## src/rtl/instr_fetch_queue.sv

```systemverilog
// Instruction queue between fetch and decode: a DEPTH-entry circular FIFO of {PC, instruction}
// pairs. Push and pop use valid/ready handshakes, and flush empties the queue on a redirect.
module instr_fetch_queue #(
  parameter int unsigned DEPTH = 4,
  parameter int unsigned IW    = 16,
  parameter int unsigned AW    = 32
) (
  input  logic                     clk,
  input  logic                     reset,
  input  logic                     flush,
  input  logic                     push_valid,
  input  logic [AW-1:0]            push_pc,
  input  logic [IW-1:0]            push_instr,
  output logic                     push_ready,
  output logic                     pop_valid,
  output logic [AW-1:0]            pop_pc,
  output logic [IW-1:0]            pop_instr,
  input  logic                     pop_ready,
  output logic [$clog2(DEPTH):0]   count
);

  localparam int unsigned PW = $clog2(DEPTH);
  localparam int unsigned CW = PW + 1;
  localparam logic [CW-1:0] Full = CW'(DEPTH);

  logic [AW-1:0] pc_mem    [DEPTH];
  logic [IW-1:0] instr_mem [DEPTH];

  logic [PW-1:0] rd_ptr_q, rd_ptr_d;
  logic [PW-1:0] wr_ptr_q, wr_ptr_d;
  logic [CW-1:0] count_q, count_d;
  logic          push_fire, pop_fire;

  // Handshake status comes from registered state only, so the PC stall has no input path.
  always_comb begin
    push_ready = (count_q != Full);
    pop_valid  = (count_q != '0);
    push_fire  = push_valid & push_ready;
    pop_fire   = pop_valid & pop_ready;
    count      = count_q;
    pop_pc     = '0;
    pop_instr  = '0;
    if (pop_valid) begin
      pop_pc    = pc_mem[rd_ptr_q];
      pop_instr = instr_mem[rd_ptr_q];
    end
  end

  always_comb begin
    rd_ptr_d = rd_ptr_q;
    wr_ptr_d = wr_ptr_q;
    count_d  = count_q;
    if (flush) begin
      rd_ptr_d = '0;
      wr_ptr_d = '0;
      count_d  = '0;
    end else begin
      if (push_fire) wr_ptr_d = wr_ptr_q + PW'(1);
      if (pop_fire)  rd_ptr_d = rd_ptr_q + PW'(1);
      if (push_fire && !pop_fire) begin
        count_d = count_q + CW'(1);
      end else if (pop_fire && !push_fire) begin
        count_d = count_q - CW'(1);
      end
    end
  end

  always_ff @(posedge clk or negedge reset) begin
    if (!reset) begin
      rd_ptr_q <= '0;
      wr_ptr_q <= '0;
      count_q  <= '0;
    end else begin
      rd_ptr_q <= rd_ptr_d;
      wr_ptr_q <= wr_ptr_d;
      count_q  <= count_d;
    end
  end

  // Storage needs no reset; only slots between rd_ptr and wr_ptr are ever presented.
  always_ff @(posedge clk) begin
    if (push_fire && !flush) begin
      pc_mem[wr_ptr_q]    <= push_pc;
      instr_mem[wr_ptr_q] <= push_instr;
    end
  end

endmodule

```

## config.mk

```make
export PLATFORM = sky130hd
export DESIGN_NAME = instr_fetch_queue
export DESIGN_NICKNAME = d
export VERILOG_FILES = /design/src/rtl/instr_fetch_queue.sv
export SDC_FILE = /design/constraint.sdc
export NUM_CORES = 1
export LEC_CHECK = 0
export ABC_AREA = 1
export ABC_CLOCK_PERIOD_IN_PS = 10000
export CAP_MARGIN = 30
export CORE_MARGIN = 1
export CORE_UTILIZATION = 58
export CTS_CLUSTER_SIZE = 10
export DETAILED_ROUTE_END_ITERATION = 6
export GPL_TIMING_DRIVEN = 1
export PLACE_DENSITY = 0.84
export SYNTH_ARGS = -nofsm -noshare
export SYNTH_HDL_FRONTEND = slang
export SYNTH_SLANG_ARGS = --single-unit
```

## constraint.sdc

```tcl
create_clock -name clk -period 10 [get_ports clk]
set_input_delay 1 -clock clk [delete_from_list [all_inputs] [get_ports clk]]
set_output_delay 1 -clock clk [all_outputs]
set_load 0.01 [all_outputs]
```

==> results.md <==
- Worst R2R Setup Slack: ~7.4 ns
- Synth top area share: 0.728
- Period utilization: 0.451
- Worst setup SP type: flip-flop
- Vias in the first global route: ~5400
- Max-Cap Viols: 0
- Worst-path cell chain: inv_2, nor2_1, o21ai_0, a21oi_1, clkdlybuf4s50_1
- ANT nets after route: 0
- Initial detailed-routing violation count: 518
- Slew Limit Headroom: 0.311
- Syn_nets: 690
- Detailed Place HPWL: roughly 9500 um
- Endpoints failing hold: 0
- Core Box Area: between 0.01 and 0.015 mm^2
- CTS Buf Count: 17
- TritonCTS clock tree: built
- Average cell area after synthesis: around 13 um^2
- Worst R2R End: pc_mem[0][27]
- Tmin final: 4.51 ns
- Max Fclk: roughly 220 MHz
- Final-report setup violation count: 0
- Hold buffers post-CTS: 0
- Synth cell types: 24
- CP Class: reg2out
- Remaining global-route overflow: 0
- Clk slew on worst S/H paths: roughly 0.060 ns
- Mapped cell area: between 0.007 and 0.008 mm^2
- Post-synth ARST share: 0.0352
- DR WL/cell: 18.7 um
- Crit path to: pop_instr[5]
- Largest net degree at the start of global routing: between 90 and 100
- Final std cell area, no fill: between 0.009 and 0.01 mm^2
- R2R cell count: 7
- IO Count: ~110
- Crit-path max FO: 50
- Number of synthesized register bits: around 200
- Net count, final: 782
- Reg-to-reg critical path startpoint: count[0]
- Overall routed net length: around 17000 um
- DRC viols: 0
- Placed standard-cell area: ~0.009 mm^2
- Final slew viol count: 0
- Worst Tran Pin Value: 1.03 ns
- Die Wd: about 120 um
- Top area cells in the synthesized netlist: edfxtp_1 (73%), nor2_1 (9.4%), o21ai_0 (3.9%), a21oi_1 (3.2%), o21ai_1 (2.4%)
- Die area: between 0.01 and 0.015 mm^2
- Worst Hold Class: reg2reg
- Pwr dens: 241 mW/mm^2
- Maximum VDD drop: 146 uV
- Sum Neg Setup Slack: 0 ns
- CTS sink cnt: 199
- Gp weighted congestion: approximately 0.77
- Leak Pwr: 3.28 nW
- Root buf cell: clkbuf_16
- Port Buf Inserts: between 100 and 150
- Crit-path slowest cell: dfrtp_2
- Row cnt: 42
- Via Count: approximately 5200
- Postcts setup bufs: 0
- Top_reg_cell synth: edfxtp_1
- Starting density of the core: 0.596
- Worst skew pair latency: roughly 0.43 ns
- CP Capture Type: output port
- Share of cells above drive strength 1: 0.0625
- Clk_skew: 0.00705 ns
- First-pass GRT wire length: 26600 um
- DR vias/cell: roughly 5.7
- Total GRT Usage: 0.254
- Critical path arrival: ~3.5 ns
- Layout area overhead: 21.6%
- Antenna violations before repair: 0
- Most common cell in the synthesized netlist: nor2_1
- Antenna cells: 0
- Die height: around 120 um
- CP max stage delay: 1.02 ns
- RSZ-0062 raised after global routing: false
- Max Root-Sink Buffers: 2
- Post-synth EDFFs: roughly 190
- Outcome: finished clean
- Commonest cells in the netlist: nor2_1 (198), edfxtp_1 (192), o21ai_0 (61)
- CTS H-Tree Depth: 4
- Req. time, crit path: 9.00 ns
- Area leader, netlist: edfxtp_1
- Synth warn: 0
- Syn Inst Count: 632
- Detailed Routing Iterations Pass 1: 6
- Resized cells post-CTS: 0
- Crit path launch: rd_ptr_q[1]
- Sequential share of the synthesized area: 0.750
## cell families after synthesis
group	count (synthesis)	synth area share
fa+ha+maj	5	0.00884
flops	199	0.750
xor+xnor	1	0.00111
simple gates	223	0.109
buf+inv	54	0.0362
compound gates	150	0.0948
## worst min path at each step
stage                      from          end  slack [ns]  cells after the start
CTS                    count[1]     count[1]        0.62                      2
floorplan           wr_ptr_q[1]  wr_ptr_q[1]        0.58                      2
global route           count[1]     count[1]        0.68                      2
finish                 count[1]     count[1]        0.63                      2
global placement       count[1]     count[1]        0.59                      2
detailed placement     count[1]     count[1]        0.61                      2
## flip-flops by register name (all words and copies together) (netlist names)
signal / flops
count: 3
instr_mem: 64
pc_mem: 128
rd_ptr_q: 2
wr_ptr_q: 2
## report_power, final
group / switching [mW] / internal, mW / total, mW
clock network: 0.278 / 0.390 / 0.668
registers: 0.0316 / 0.965 / 0.997
logic: 0.367 / 0.289 / 0.656
total: 0.677 / 1.64 / 2.32
## worst max-delay path: cells and delay by family (launching register included)
kind / cells / cell delay [ns]
and+or+nand+nor: 1 / 0.32
AOI/OAI and AO/OA: 2 / 0.41
buffers and inverters: 2 / 1.29
DFF: 1 / 1.02
## final cells by class
type	count	area (um^2)
Sequential cell	199	5950
Fill cell	819	3660
Clock buffer	21	440
Timing Repair Buffer	110	1110
Inverter	17	66.3
Clock inverter	10	130
Tap cell	176	220
Multi-Input combinational cell	379	1730
## layer usage
metal | wire length (um) | vias up | global-route usage
met3 | 1070 | 32 | 0.0546
met2 | 8890 | 243 | 0.431
met1 | 6660 | 2521 | 0.307
met4 | 426 | 0 | 0.131
met5 | 0 | - | 0
li1 | - | 2406 | -
## layout by cell type (no fill, tap or decap), types with 13 or more instances in the layout
cell,count
a21oi_1,51
o21ai_1,38
nand2_1,13
inv_1,13
edfxtp_1,192
nor2_1,194
clkbuf_16,17
clkdlybuf4s50_1,105
o21ai_0,61
## per-stage QoR
step                total power [mW]  instances  utilization  hold WS [ns]  worst slack, ns
floorplan                       1.35        632            -         0.579             6.06
global placement                1.63        880        0.680         0.589             6.12
detailed placement              1.66        880        0.680         0.607             6.01
global route                    2.41        912        0.725         0.676             5.38
CTS                             2.32        911        0.723         0.624             5.49
finish                          2.32        912        0.725         0.631             5.49
Power figures use the tool's default switching activity.
